File: src/rtl/cfg_bus_master.sv
// cfg_bus_master
//   Configuration-bus initiator for CGRA tiles. Accepts one host request at a
//   time (valid/ready) and issues a single config-bus write or read.
//   Register space (addr[31:24]==0) pulses config_en; SRAM space pulses a
//   one-hot config_en_sram bank enable (bank = addr[23:22]) and holds
//   tile_clk_en low for GATE_CYC cycles before and after the access.
//   Reads return config_rd_data on a one-cycle resp_valid pulse.
//
// Ports
//   clk_in, reset          clock, asynchronous active-high reset
//   req_valid/req_ready    host request handshake
//   req_write/addr/data    host request fields
//   resp_valid/resp_data   read response pulse / last captured read data
//   config_addr/data       tile address / write data
//   config_en              register-space enable pulse
//   config_en_sram         one-hot SRAM bank enable pulse
//   config_write/read      access strobes
//   config_rd_data         tile readback
//   tile_clk_en            tile clock enable
module cfg_bus_master #(
   parameter int unsigned GATE_CYC = 2,
   parameter int unsigned READ_LAT = 1
) (
   input  logic        clk_in,
   input  logic        reset,
   input  logic        req_valid,
   output logic        req_ready,
   input  logic        req_write,
   input  logic [31:0] req_addr,
   input  logic [31:0] req_data,
   output logic        resp_valid,
   output logic [31:0] resp_data,
   output logic [31:0] config_addr,
   output logic [31:0] config_data,
   output logic        config_en,
   output logic [3:0]  config_en_sram,
   output logic        config_write,
   output logic        config_read,
   input  logic [31:0] config_rd_data,
   output logic        tile_clk_en
);

   localparam int unsigned CNT_MAX = (GATE_CYC > READ_LAT) ? GATE_CYC : READ_LAT;
   localparam int unsigned CW      = (CNT_MAX > 1) ? $clog2(CNT_MAX) : 1;
   localparam logic [CW-1:0] GATE_LAST = CW'(GATE_CYC - 1);
   localparam logic [CW-1:0] RD_LAST   = CW'(READ_LAT - 1);

   typedef enum logic [2:0] {
      ST_IDLE,
      ST_GATE_PRE,
      ST_ISSUE,
      ST_WAIT_RD,
      ST_GATE_POST
   } state_t;

   state_t        state_q, state_d;
   logic [CW-1:0] cnt_q, cnt_d;
   logic [31:0]   addr_q;
   logic [31:0]   data_q;
   logic          write_q;
   logic          sram_q;
   logic [31:0]   resp_data_q;

   always_ff @(posedge clk_in or posedge reset) begin
      if (reset) begin
         state_q     <= ST_IDLE;
         cnt_q       <= '0;
         addr_q      <= '0;
         data_q      <= '0;
         write_q     <= 1'b0;
         sram_q      <= 1'b0;
         resp_data_q <= '0;
      end else begin
         state_q <= state_d;
         cnt_q   <= cnt_d;
         if (state_q == ST_IDLE && req_valid) begin
            addr_q  <= req_addr;
            data_q  <= req_data;
            write_q <= req_write;
            sram_q  <= (req_addr[31:24] != 8'h00);
         end
         if (resp_valid) begin
            resp_data_q <= config_rd_data;
         end
      end
   end

   always_comb begin
      state_d        = state_q;
      cnt_d          = cnt_q;
      req_ready      = 1'b0;
      resp_valid     = 1'b0;
      config_addr    = '0;
      config_data    = '0;
      config_en      = 1'b0;
      config_en_sram = '0;
      config_write   = 1'b0;
      config_read    = 1'b0;
      tile_clk_en    = 1'b1;
      unique case (state_q)
         ST_IDLE: begin
            req_ready = 1'b1;
            if (req_valid) begin
               cnt_d   = '0;
               state_d = (req_addr[31:24] != 8'h00) ? ST_GATE_PRE : ST_ISSUE;
            end
         end
         ST_GATE_PRE: begin
            tile_clk_en = 1'b0;
            if (cnt_q == GATE_LAST) begin
               cnt_d   = '0;
               state_d = ST_ISSUE;
            end else begin
               cnt_d = cnt_q + 1'b1;
            end
         end
         ST_ISSUE: begin
            tile_clk_en    = !sram_q;
            config_addr    = addr_q;
            config_data    = data_q;
            config_write   = write_q;
            config_read    = !write_q;
            config_en      = !sram_q;
            config_en_sram = sram_q ? 4'(4'b0001 << addr_q[23:22]) : 4'b0000;
            cnt_d          = '0;
            if (!write_q) begin
               state_d = ST_WAIT_RD;
            end else if (sram_q) begin
               state_d = ST_GATE_POST;
            end else begin
               state_d = ST_IDLE;
            end
         end
         ST_WAIT_RD: begin
            tile_clk_en = !sram_q;
            config_addr = addr_q;
            config_read = 1'b1;
            if (cnt_q == RD_LAST) begin
               resp_valid = 1'b1;
               cnt_d      = '0;
               state_d    = sram_q ? ST_GATE_POST : ST_IDLE;
            end else begin
               cnt_d = cnt_q + 1'b1;
            end
         end
         ST_GATE_POST: begin
            tile_clk_en = 1'b0;
            if (cnt_q == GATE_LAST) begin
               cnt_d   = '0;
               state_d = ST_IDLE;
            end else begin
               cnt_d = cnt_q + 1'b1;
            end
         end
         default: state_d = ST_IDLE;
      endcase
   end

   // Tile data is valid in the pulse cycle itself, so it is passed straight
   // through then and held from the register afterwards.
   assign resp_data = resp_valid ? config_rd_data : resp_data_q;

endmodule
File: config.mk
export PLATFORM = sky130hd
export DESIGN_NAME = cfg_bus_master
export DESIGN_NICKNAME = d
export VERILOG_FILES = /design/src/rtl/cfg_bus_master.sv
export SDC_FILE = /design/constraint.sdc
export NUM_CORES = 1
export LEC_CHECK = 0
export ABC_AREA = 1
export CORE_ASPECT_RATIO = 2
export CORE_MARGIN = 2
export CORE_UTILIZATION = 46
export DETAILED_ROUTE_END_ITERATION = 6
export PLACE_DENSITY = 0.95
export SYNTH_ARGS = -nofsm -noshare
export SYNTH_HDL_FRONTEND = slang
export SYNTH_SLANG_ARGS = --single-unit
File: constraint.sdc
create_clock -name clk_in -period 6.1 [get_ports clk_in]
set_input_delay 0.915 -clock clk_in [delete_from_list [all_inputs] [get_ports clk_in]]
set_output_delay 0.915 -clock clk_in [all_outputs]
set_load 0.005 [all_outputs]
# [After elaboration in Yosys (flattened, before gate mapping)]
# Cells that the tools add are included.
[word_totals] ff_bits=102 inputBits=100 out_inout_bits=106 wordCells=51
[op_classes] add_sub_neg=1 eq_ne=8 n_shift=1 muxes=24 n_reduce_logical=10
[op_table] op="$mux 32" count=3
[op_table] op="$mux 3" count=6
[op_table] op="$pmux 3 s5" count=1
[op_table] op="$mux 1" count=8
[op_table] op="$mux 4" count=2
[op_table] op="$ne 2x2->1 const B" count=4
[op_table] op="$reduce_bool 8->1" count=1
[op_table] op="$eq 3x2->1 const B" count=2
[op_table] op="$pmux 1 s2" count=2
[op_table] op="$pmux 1 s4" count=1
[op_table] op="$reduce_and 4->1" count=1
[op_table] op="$reduce_bool 4->1" count=1
[op_table] op="$reduce_or 2->1" count=2
[op_table] op="$shl 1x2->4 const A" count=1
[op_table] op="$eq 3x1->1 const B" count=1
[op_table] op="$eq 3x3->1 const B" count=1
[op_table] op="$logic_not 3->1" count=1
[op_table] op="$logic_not 1->1" count=2
[op_table] op="$mux 2" count=1
[op_table] op="$reduce_and 2->1" count=1
[op_table] op="$add 1x1->1 const B" count=1
[op_table] op="$logic_and 1x1->1" count=1

# [Longest topological paths before layout]
[depth] depth_word=4 mapped_depth=9

# [Worst setup path before layout]
# OpenSTA, ideal clock, no wires.
[synth_timing] kind="reg-to-output" startpoint="reg state_q[0]" endpoint="out config_data[11]" arrival_time_ns=1.242 t_required_ns=5.185 setup_slack_ns=3.943 path_stages_with_launch=7 path_buffers=3 cell_sequence="dfrtp_1 > clkbuf_2 > inv_1 > nand3_1 > buf_2 > buf_2 > nor2_1"
[synth_via] elab_chain_len=2
[synth_rtl] item="from (decl)" line="56" rtl="state_t state_q, state_d;"
[synth_rtl] item="from (signal assigned)" line="74" rtl="state_q <= state_d;"
[synth_rtl] item="$eq 3x2->1" line="100" rtl="unique case (state_q)"
[synth_rtl] item="$mux 32" line="100"
[synth_rtl] item="to (decl)" line="34" rtl="output logic [31:0] config_data,"
# Every way passes these cells.

# [Worst setup path after layout]
[layout_timing] startpoint="reg state_q[1]" endpoint="out resp_data[10]"
[layout_via] elab_chain_len=3
[layout_rtl] item="$eq 3x2->1" line="100"
[layout_rtl] item="$mux 1" line="100"
[layout_rtl] item="$mux 32" line="161" rtl="assign resp_data = resp_valid ? config_rd_data : resp_data_q;"
[layout_rtl] item="to (decl)" line="32" rtl="output logic [31:0] resp_data,"
# Every way passes these cells.

==> out/results.tsv <==
metric	value	unit
Placed Area	6803	um2
routed wl met3	669	um
WL met1	4596	um
fin crit share	0.6999	
root buffer cell	clkbuf_16	
Syn Std Cell Area	4751	um2
startpoint types	register	
Final Max Tran Viols	0	
gpl congestion	0.8159	
CTS Hold Bufs	0	
HPWL after DPL	9814	um
clk buf depth	2	
Synth cell types	23	
Cells after Synth	552	
DRT Wirelength	13010	um
RSZ-0062 raised after global routing	false	
antenna violations before repair	0	
status	finished clean	
Core Rows	52	
Die Area	11210	um2
Iter 0 DRT Violations	148	
final hold vios	0	
initial cell density of the core	0.4711	
fin util	0.7034	
Die W	75.86	um
Syn-to-layout area delta	49.30	%
Avg Vias per Cell	4.855	
R2R cell count	8	
Post-synth EDFFs	0	
largest net degree at the start of global routing	134	
TritonCTS sink count	102	
CTS tree	yes	
# port buffers	205	
Slew HR	0.3231	
critical path peak fanout	35	
Synth async-reset ratio	1.000	
Least-Margin Pin Slew	1.015	ns
Leak	3.394	nW
Peak supply drop	0.3128	mV
Worst Skew	0.006850	ns
share of cells above drive strength 1	0.1327	
share of the synthesized area in the top cell type	0.5373	
# setup viols final	0	
fin nets	842	
first-pass GRT wire length	20240	um
post-CTS setup buffers	0	
Reg-to-Reg Start	state_q[1]	
min Tclk post-route	4.270	ns
core area	10080	um2
diode count	0	
highest metal used	met4	
Crit. End Element	primary output	
total gr overflow	0	
CTS buffer count	9	
Synth Register Bits	102	
Routed WL per cell	14.77	um
Detail Route Antenna Nets	0	
Hold Slack	0.4718	ns
design area	7093	um2
Total GRT Usage	0.2352	
post-place setup slack	2.167	ns
clock-pin slew on the worst setup and hold paths	0.06	ns
Multi-input gate area	1722	um2
critical path type	reg -> out	
sequential area share after synthesis	0.5373	
height of the die	147.7	um
Synthesized Nets	652	
Max H-tree Level	3	
detailed-route via count	4277	
drt drc	0	
setup_tns	0	ns
DRT Pass-1 Iters	4	
clock latency on the worst-skew pair	0.33	ns
setup ws final	1.830	ns
cell type with the largest total area after synthesis	dfrtp_1	
vias in the first global route	4397	
largest cells by area after synthesis	dfrtp_1 (54%), a21oi_2 (12%), nor2_1 (11%)	
storage element area	2552	um2
Primary FF master, synth	dfrtp_1	
Power Dens Cells	477.9	nW/um2
WL met2	7095	um
critical hold path startpoint	resp_data_q[24]	
Filler cells	751	
min-delay worst type	reg -> reg	
Required @ worst endpoint	5.18	ns
Cells on Worst Hold Path	2	
# resized after CTS	0	
most frequent cells after synthesis	nor2_1 (141), nand2_1 (108), dfrtp_1 (102)	
Yosys Warn Count	0	
top-count cell post-synth	nor2_1	
Ports	206	
fmax	234.2	MHz
R2R setup slack	3.41	ns
Max-cap violations	0	
WHS Endpoint	resp_data_q[24]	
mean post-synth cell area	8.607	um2
worst reg2reg endpoint	resp_data_q[14]	
Arr. time, crit path	3.35	ns
## power breakdown
part	internal, mW	total [mW]	switching, mW	leakage [nW]
sequential	1.00	1.13	0.122	1.16
clock	0.326	0.559	0.233	0.141
combinational	0.824	1.71	0.881	2.10
## flip-flops by register name, summed over array words and instances, names as in the netlist
register,cells
addr_q,32
cnt_q,1
data_q,32
resp_data_q,32
sram_q,1
state_q,3
write_q,1
## critical path, cell delays in order, from the launching register on
cell and delay (ns):
dfrtp_1 0.46, inv_2 0.14, nor2_4 0.05, inv_2 0.48
nor2_4 0.04, nand2_2 0.46, clkinv_2 0.62, nand2_1 0.20
nand2_1 0.08, clkdlybuf4s50_1 0.49
## metrics by stage
step                      instances  power (mW)
after floorplan                 552       2.050
after global placement          866       2.760
after detailed placement        866       2.848
after CTS                       881       3.419
after global routing            881       3.630
final                           881       3.390
## cell families after synthesis
kind of cell,synth area share
buffers and inverters,0.1032
flip-flops,0.5373
AO/OA/AOI/OAI,0.1277
AND/OR/NAND/NOR,0.2318
## cells in the final DEF (no fill, tap or decap), types with 3 or more instances in the layout
master	instances
nand2_2	10
inv_1	73
a21oi_2	65
nand4_1	3
nand2_1	108
nor2_1	141
o21ai_0	4
clkdlybuf4s50_1	205
nor4_1	4
dfrtp_1	102
nand3_1	3
clkinv_2	3
clkbuf_16	9
## area by class of cell
class | instances | area share
Clock inverter | 4 | 0.006703
Timing Repair Buffer | 207 | 0.2914
Multi-Input combinational cell | 345 | 0.2427
Tap cell | 135 | 0.02381
Inverter | 77 | 0.04128
Sequential cell | 102 | 0.3599
Clock buffer | 11 | 0.03422
## per-layer routing
metal,up-vias,GRT usage
met5,-,0
met3,45,0.03954
li1,2033,-
met4,0,0.1281
met1,2021,0.2576
met2,178,0.4103
## worst max path at each step
stage / slack, ns / start / endpoint / cells past startpoint
global route: 1.54 / state_q[1] / resp_data[6] / 9
CTS: 1.83 / state_q[1] / resp_data[14] / 9
global placement: 2.32 / state_q[1] / resp_data[14] / 9
finish: 1.83 / state_q[1] / resp_data[10] / 9
floorplan: 2.51 / reset / addr_q[0] / 1
detailed placement: 2.17 / state_q[1] / resp_data[14] / 9
(Power assumes the default switching activity.)
